$ cat src/rtl/cpu_pkg.sv
// Shared CPU definitions: opcode constants, fetch-state encoding and default widths.
package cpu_pkg;

    localparam int PC_W_DEF    = 10;
    localparam int INSTR_W_DEF = 16;
    localparam int OPC_W       = 6;

    localparam logic [OPC_W-1:0] OP_FIN = 6'b111111;
    localparam logic [OPC_W-1:0] OP_NOP = 6'b111110;

    typedef enum logic [1:0] {
        ST_FETCH = 2'd0,
        ST_EXEC  = 2'd1,
        ST_HALT  = 2'd2
    } fetch_state_t;

    function automatic logic is_fin(input logic [OPC_W-1:0] op);
        return op == OP_FIN;
    endfunction

endpackage

$ cat src/rtl/fetch_unit_if.sv
// Program-memory read port between the fetch unit (master) and instruction memory (slave).
interface fetch_unit_if import cpu_pkg::*; #(
    parameter int PC_W    = PC_W_DEF,
    parameter int INSTR_W = INSTR_W_DEF
);

    logic               imem_req;
    logic [PC_W-1:0]    imem_addr;
    logic               imem_ack;
    logic [INSTR_W-1:0] imem_data;

    modport master (
        output imem_req,
        output imem_addr,
        input  imem_ack,
        input  imem_data
    );

    modport slave (
        input  imem_req,
        input  imem_addr,
        output imem_ack,
        output imem_data
    );

endinterface

$ cat src/rtl/fetch_unit.sv
// Instruction fetch unit: PC, instruction register and FETCH/EXEC/HALT sequencing.
//   state    | meaning
//   ST_FETCH | request imem[pc], wait for ack, latch instruction into IR
//   ST_EXEC  | IR presented for one cycle, pc advances (pc+1 or jump target)
//   ST_HALT  | FIN executed; everything frozen until reset
module fetch_unit import cpu_pkg::*; #(
    parameter int PC_W    = PC_W_DEF,
    parameter int INSTR_W = INSTR_W_DEF
) (
    input  logic                clk,
    input  logic                reset,
    fetch_unit_if.master        imem,
    output logic [INSTR_W-1:0]  instr,
    output logic [OPC_W-1:0]    opcode,
    output logic                instr_valid,
    input  logic                s_inc,
    output logic [PC_W-1:0]     pc,
    output logic                halted
);

    fetch_state_t       state, state_nxt;
    logic [PC_W-1:0]    pc_nxt;
    logic [INSTR_W-1:0] ir, ir_nxt;

    always_ff @(posedge clk) begin
        if (reset) begin
            state <= ST_FETCH;
            pc    <= '0;
            ir    <= '0;
        end else begin
            state <= state_nxt;
            pc    <= pc_nxt;
            ir    <= ir_nxt;
        end
    end

    assign instr  = ir;
    assign opcode = ir[INSTR_W-1 -: OPC_W];

    // Request and valid are masked by reset so nothing leaks while it is held.
    always_comb begin
        state_nxt      = state;
        pc_nxt         = pc;
        ir_nxt         = ir;
        imem.imem_req  = 1'b0;
        imem.imem_addr = pc;
        instr_valid    = 1'b0;
        halted         = 1'b0;
        case (state)
            ST_FETCH: begin
                imem.imem_req = ~reset;
                if (imem.imem_ack) begin
                    ir_nxt    = imem.imem_data;
                    state_nxt = ST_EXEC;
                end
            end
            ST_EXEC: begin
                instr_valid = ~reset;
                if (is_fin(opcode)) begin
                    state_nxt = ST_HALT;
                end else begin
                    pc_nxt    = s_inc ? pc + PC_W'(1) : ir[PC_W-1:0];
                    state_nxt = ST_FETCH;
                end
            end
            ST_HALT: begin
                halted    = 1'b1;
                state_nxt = ST_HALT;
            end
            default: state_nxt = ST_FETCH;
        endcase
    end

endmodule

$ cat src/flat_wrapper.sv
// flat-port wrapper written by rule: the top's interface ports become plain ports
module fetch_unit_flat import cpu_pkg::*;
#(
    parameter int PC_W    = PC_W_DEF,
    parameter int INSTR_W = INSTR_W_DEF
)
  (clk, reset, instr, opcode, instr_valid, s_inc, pc, halted, imem_imem_req, imem_imem_addr, imem_imem_ack, imem_imem_data);
  fetch_unit_if #(.PC_W(PC_W), .INSTR_W(INSTR_W)) imem_i ();
  input  logic clk;
  input  logic reset;
  output logic [INSTR_W-1:0] instr;
  output logic [OPC_W-1:0] opcode;
  output logic instr_valid;
  input  logic s_inc;
  output logic [PC_W-1:0] pc;
  output logic halted;
  output wire logic [$bits(imem_i.imem_req)-1:0] imem_imem_req;
  output wire logic [$bits(imem_i.imem_addr)-1:0] imem_imem_addr;
  input wire logic [$bits(imem_i.imem_ack)-1:0] imem_imem_ack;
  input wire logic [$bits(imem_i.imem_data)-1:0] imem_imem_data;
  assign imem_imem_req = imem_i.imem_req;
  assign imem_imem_addr = imem_i.imem_addr;
  assign imem_i.imem_ack = imem_imem_ack;
  assign imem_i.imem_data = imem_imem_data;
  fetch_unit #(.PC_W(PC_W), .INSTR_W(INSTR_W)) u_core (.clk(clk), .reset(reset), .imem(imem_i), .instr(instr), .opcode(opcode), .instr_valid(instr_valid), .s_inc(s_inc), .pc(pc), .halted(halted));
endmodule
$ cat config.mk
export PLATFORM = sky130hd
export DESIGN_NAME = fetch_unit_flat
export DESIGN_NICKNAME = d
export VERILOG_FILES = /design/src/rtl/cpu_pkg.sv /design/src/rtl/fetch_unit_if.sv /design/src/rtl/fetch_unit.sv /design/src/flat_wrapper.sv
export SDC_FILE = /design/constraint.sdc
export NUM_CORES = 1
export LEC_CHECK = 0
export ABC_AREA = 1
export BUFFER_PORTS_ARGS = -buffer_cell sky130_fd_sc_hd__buf_4
export CORE_ASPECT_RATIO = 0.75
export CORE_MARGIN = 2
export CORE_UTILIZATION = 30
export DETAILED_ROUTE_END_ITERATION = 6
export HOLD_SLACK_MARGIN = 0.15
export SYNTH_ARGS = -nofsm -noshare
export SYNTH_HDL_FRONTEND = slang
export SYNTH_SLANG_ARGS = --single-unit
$ cat constraint.sdc
create_clock -name clk -period 1.4 [get_ports clk]
set_input_delay 0.07 -clock clk [delete_from_list [all_inputs] [get_ports clk]]
set_output_delay 0.07 -clock clk [all_outputs]
set_load 0.02 [all_outputs]
==> impl_metrics.py, run 1 <==
metrics = {
    "run_status": {
        "status": "finished, final reports clean",
    },
    "setup_path": {
        "reg2reg_depth": 7,
        "cp_slowest_cell": "dfxtp_1",
        "ff2ff_setup_slack_ns": 0.16,
        "worstPathArrival_ns": 1.20,
        "crit_path_end_kind": "output port",
        "timing.rr.end": "u_core.imem.imem_addr[2]",
        "required_ns": 1.33,
        "crit_chain": "inv_2 > nor2_4 > inv_1 > nor2_1 > buf_4",
        "critPathMaxFanout": 4,
        "worstSetupStartpointType": "register",
        "regToRegStartpoint": "u_core.instr[14]",
        "path_class": "reg2out",
        "slowest_delay_ns": 0.40,
    },
    "drt": {
        "via_count": 1468,
        "avgRoutedWirePerCell_microns": 11.24,
        "drc_errors": 0,
        "wirelength_mm": 3.799,
        "ant_nets": 0,
        "drt_first_pass_iters": 5,
        "routed_via_density": 4.343,
        "drtIter0Drc": 74,
    },
    "min_path": {
        "min_to": "u_core.state[0]",
        "holdCritPathClass": "in2reg",
        "hold_depth": 4,
        "min_from": "imem_imem_ack",
    },
    "finish": {
        "drive_above_1_share": 0.3273,
        "multi_input_area_sq_um": 680.7,
        "diodes": 0,
        "final_core_util": 0.4431,
        "area_growth_pct": 43.97,
        "final-seq-area_sq_um": 560.5,
        "nFillCells": 501,
        "stdcell_area_sq_um": 2135,
        "fin_nets": 300,
    },
    "global_route": {
        "antenna_found_initial": 0,
        "grt_usage": 0.1454,
        "grt_pass1_vias": 1376,
        "grt-ovfl-total": 0,
        "grt_max_degree": 22,
        "grt_pass1_wl_mm": 6.417,
    },
    "clock_tree": {
        "tritoncts": "built",
        "cts_buffer_depth": 2,
        "h-tree-depth": 1,
        "clock_latency_ns": 0.27,
        "clkTransAtPathRegs_ns": 0.09,
        "cts-root-buf": "clkbuf_8",
        "numCtsBuffers": 3,
        "cts_sinks": 28,
    },
    "pwr": {
        "peakVddDrop_uv": 594.4,
        "p_per_area_nw_per_um2": 878.7,
        "p_leak_nw": 0.9588,
        "p_total_mw": 1.876,
    },
    "place": {
        "dp_hpwl_mm": 2.774,
        "io_buffers": 64,
        "gp_congestion": 0.7287,
        "place_area_sq_um": 1906,
        "pre_cts_ws_ns": 0.1702,
    },
    "synthesis": {
        "synth_top_area_cell": "dfxtp_1",
        "synth.most_common_cell": "nor2_1",
        "synth_cell_types": 26,
        "ys_seq_area_frac": 0.3781,
        "synth_fp_nets": 233,
        "synth_area_leaders": "dfxtp_1, nor2_1, buf_4, nand2_1, o21ai_0",
        "ys_seq_elements": 28,
        "synthFlopType": "dfxtp_1",
        "ys_warn_count": 0,
        "avgSynthCellArea_sq_um": 6.994,
        "syn_area_sq_um": 1483,
        "synth_edf_count": 0,
        "synthArstFlopShare": 0,
        "syn_inst": 212,
        "synth_top_area_share": 0.3781,
        "synthTopCellsByCount": "nor2_1, nand2_1, dfxtp_1, o21ai_0, buf_4",
    },
    "die": {
        "core_sq_um": 4817,
        "pin_count": 65,
        "dieArea_sq_um": 5526,
        "die_height_microns": 64.88,
        "initial_core_util": 0.3078,
        "rows": 22,
        "die_w_microns": 85.18,
    },
    "sta": {
        "fin_ws_ns": 0.1294,
        "setup-violations-final": 0,
        "max-slew-margin-rel": 0.6983,
        "fin_tns_setup_ns": 0,
        "finClkSkew_ns": 0.003353,
        "fin_crit_ns": 1.271,
        "report.final.slew_viol_count": 0,
        "fmax_mhz": 787.0,
        "min_period_over_period": 0.9076,
        "rsz0062_at_grt": "yes",
        "finalHoldViolations": 0,
        "worst_slew_pin_slew_ns": 0.4520,
    },
    "flow_run": {
        "drv_cap": 0,
    },
}
[routing by layer]
layer  up-vias  wire length [microns]  global-route usage
met5         -                      0                   0
met4         0                     21             0.02381
met3         2                    272             0.03949
met2        48                   1595              0.2266
met1       631                   1910              0.2040
li1        787                      -                   -
[layout make-up]
cell class | instances | share of cell area
multi-input cells | 142 | 0.3189
clock buffers | 4 | 0.02579
well taps | 60 | 0.03517
flip-flops and latches | 28 | 0.2626
inverters | 17 | 0.03165
repair buffers | 87 | 0.3259
[registers in the layout, indices dropped and copies added (netlist names)]
register and flops:
u_core.imem.imem_addr 10, u_core.instr 16, u_core.state 2
[layout by cell type (no fill, tap or decap), types with 3 or more instances in the layout]
cell,synthesis,final
a21oi_1,7,7
dfxtp_1,28,28
inv_1,15,14
nand2_1,34,34
a21oi_2,4,4
dlygate4sd3_1,0,17
nand3_1,8,8
buf_4,19,70
nor2_1,47,47
clkbuf_8,0,4
nor2_4,3,3
o21ai_0,24,24
[power breakdown]
part / total, mW / internal, mW / switching, mW
clock network: 0.495 / 0.252 / 0.244
registers: 0.894 / 0.848 / 0.0468
logic: 0.486 / 0.225 / 0.261
[timing repair]
item,in CTS,in global routing
hold buffers,17,0
setup endpoints to repair,0,13
hold endpoints to repair,23,0
setup buffers,0,0
gates resized for setup,0,1
[worst max-delay path by stage]
stage | cells past startpoint | from | to | slack (ns)
finish | 5 | u_core.state[0] | instr_valid | 0.13
detailed placement | 7 | u_core.instr[14] | u_core.imem.imem_addr[2] | 0.17
CTS | 5 | reset | u_core.instr[1] | 0.08
floorplan | 8 | u_core.imem.imem_addr[0] | u_core.imem.imem_addr[6] | 0.06
global placement | 7 | u_core.instr[15] | u_core.imem.imem_addr[2] | 0.20
global route | 8 | u_core.instr[15] | u_core.imem.imem_addr[3] | -0.005
[critical path, delay by kind of cell (launching register included)]
family                 cells  cell delay, ns
buffers and inverters      3            0.28
DFF                        1            0.40
and+or+nand+nor            2            0.25
[kinds of logic (layout without fill, tap and decap cells)]
kind of cell | after synthesis | after routing | share of synthesized area
buffers and inverters | 42 | 108 | 0.1629
adders and majority gates | 1 | 1 | 0.008437
AOI/OAI and AO/OA | 38 | 38 | 0.1435
and+or+nand+nor | 103 | 103 | 0.3072
DFF | 28 | 28 | 0.3781
[metrics by stage]
step	hold WS [ns]	instances
CTS	0.2230	338
floorplan	0.2344	212
finish	0.2247	338
detailed placement	0.3273	317
global placement	0.3241	317
global route	0.2511	338
Power figures use the tool's default switching activity.
==> inputs of run 2 (changes only) <==
- CORE_MARGIN: 2 -> 3
==> run 2 against run 1 <==
Flip-flop and latch count stayed put. Final cell count is 0.89% lower. Utilization is 2.4 points higher. Total power is 7.8% higher. Sequential share of layout area is 0.15 points lower. First-iteration DRC count is 16% lower. Register-to-register slack worse by 0.02 ns. Count of clock-buffer cells in the layout is 1 lower. Worst setup slack better by 0.0090 ns. Global-route usage is 0.41 points lower. Sequential power hardly changed.
==> impl_metrics.py, run 2 (synthesis results as in run 1) <==
metrics = {
    "sta": {
        "finClkSkew_ns": 0.007766,
        "finalHoldViolations": 0,
        "report.final.slew_viol_count": 0,
        "min_period_over_period": 0.9012,
        "holdWs_ns": 0.2149,
        "max-slew-margin-rel": 0.7051,
        "rsz0062_at_grt": "yes",
        "fmax_mhz": 792.6,
        "setup-violations-final": 0,
        "fin_ws_ns": 0.1384,
        "fin_tns_setup_ns": 0,
        "fin_crit_ns": 1.262,
        "worst_slew_pin_slew_ns": 0.4419,
    },
    "clock_tree": {
        "tritoncts": "built",
        "cts_sinks": 28,
        "numCtsBuffers": 3,
        "cts-root-buf": "clkbuf_8",
        "clkTransAtPathRegs_ns": 0.10,
        "h-tree-depth": 1,
        "cts_buffer_depth": 2,
        "clock_latency_ns": 0.28,
    },
    "pwr": {
        "p_per_area_nw_per_um2": 941.6,
        "p_comb_frac": 0.242,
        "peakVddDrop_uv": 481.3,
        "p_clk_frac": 0.316,
        "internal-power_mw": 1.456,
        "seqPwrFrac": 0.442,
        "p_leak_nw": 0.9657,
        "swShare": 0.2798,
        "switching_power_mw": 0.5656,
        "p_total_mw": 2.022,
    },
    "global_route": {
        "gr-usage-met2": 0.2367,
        "top_usage_layer": "met2",
        "grt_pass1_wl_mm": 6.527,
        "grt_max_degree": 22,
        "grt_util_met1": 0.1852,
        "grt-ovfl-total": 0,
        "grt_pass1_vias": 1412,
        "grt_usage": 0.1414,
        "met3_usage": 0.04079,
        "antenna_found_initial": 0,
    },
    "run_status": {
        "status": "finished, final reports clean",
    },
    "setup_path": {
        "worstSetupStartpointType": "register",
        "crit_chain": "nand2_1 > nor2_2 > nand2_2 > nand2_4 > inv_2 > o21ai_0 > nor2_1",
        "crit_start": "u_core.instr[14]",
        "cp_num_buf_inv": 1,
        "crit_path_end_kind": "register",
        "slowest_delay_ns": 0.39,
        "worstPathArrival_ns": 1.44,
        "path_class": "reg2reg",
        "cp_slowest_cell": "dfxtp_1",
        "critPathMaxFanout": 15,
        "critical-path-top-delay-family": "simple AND/OR/NAND/NOR gates",
        "required_ns": 1.58,
        "regToRegStartpoint": "u_core.instr[14]",
    },
    "place": {
        "pre_cts_ws_ns": 0.1459,
        "dp_hpwl_mm": 2.873,
        "io_buffers": 64,
        "dp_cells": 314,
        "gp_congestion": 0.7901,
        "place_area_sq_um": 1902,
    },
    "die": {
        "pin_count": 65,
        "die_w_microns": 87.18,
        "dieArea_sq_um": 5830,
        "die_height_microns": 66.88,
        "core_sq_um": 4598,
        "rows": 21,
        "initial_core_util": 0.3224,
    },
    "min_path": {
        "holdCritPathClass": "in2reg",
        "min_from": "imem_imem_ack",
    },
    "finish": {
        "fin_nets": 300,
        "final_cell_mix": "buf_4, nor2_1, nand2_1",
        "layout_commonest_cell": "buf_4",
        "drive_above_1_share": 0.3273,
        "largest_reg_flops": 16,
        "area_growth_pct": 44.81,
        "diodes": 0,
        "stdcell_area_sq_um": 2147,
        "stdcell_count": 335,
        "final_core_util": 0.4669,
    },
    "flow_run": {
        "drv_cap": 0,
    },
    "drt": {
        "routed_via_density": 4.510,
        "drtIter0Drc": 62,
        "via_count": 1511,
        "wirelength_mm": 3.979,
        "drt_first_pass_iters": 4,
        "drc_errors": 0,
        "ant_nets": 0,
        "avgRoutedWirePerCell_microns": 11.88,
    },
}
run 2: cell types whose count changed in the layout (fill, tap and decap cells not counted):
cell	previous run	this run
bufinv_16	0	1
clkbuf_8	4	3
run 2: worst paths after layout:
| check | endpoint | depth (start not counted) | slack, ns |
|---|---|---|---|
| worst min register to register | u_core.instr[9] | 2 | 0.50 |
| worst min-delay path | u_core.state[0] | 4 | 0.21 |
| worst max register to register | u_core.imem.imem_addr[2] | 7 | 0.14 |
| worst max-delay path | u_core.imem.imem_addr[2] | 7 | 0.14 |
run 2: power by group through the flow:
| stage | combinational [mW] | clock (mW) | sequential (mW) |
|---|---|---|---|
| global placement | 0.450 | 0 | 0.912 |
| finish | 0.489 | 0.638 | 0.894 |
| CTS | 0.491 | 0.661 | 0.894 |
| global route | 0.535 | 0.699 | 0.904 |
| floorplan | 0.228 | 0 | 0.969 |
| detailed placement | 0.452 | 0 | 0.912 |
run 2: layout make-up:
cell class | count | area [sq um]
fillers | 492 | 2451
flip-flops and latches | 28 | 560.5
multi-input cells | 142 | 680.7
repair buffers | 87 | 695.7
clock buffers | 3 | 41.29
well taps | 57 | 71.32
clock inverters | 1 | 30.03
inverters | 17 | 67.56
run 2: worst register-to-register path: cells and delay by family (launching register included):
kind,cells,cell delay [ns]
compound gates,1,0.14
buf+inv,1,0.09
flops,1,0.39
simple gates,5,0.54
run 2: layer usage:
| layer | vias up | wire length [microns] |
|---|---|---|
| met4 | 0 | 19 |
| met3 | 2 | 297 |
| li1 | 788 | - |
| met5 | - | 0 |
| met2 | 45 | 1778 |
| met1 | 676 | 1884 |
run 2: what timing repair did:
action,in CTS,in global routing
hold buffers,17,0
gates resized for setup,0,1
setup endpoints to repair,0,17
buffers inserted,0,0
endpoints found under the hold margin,23,0
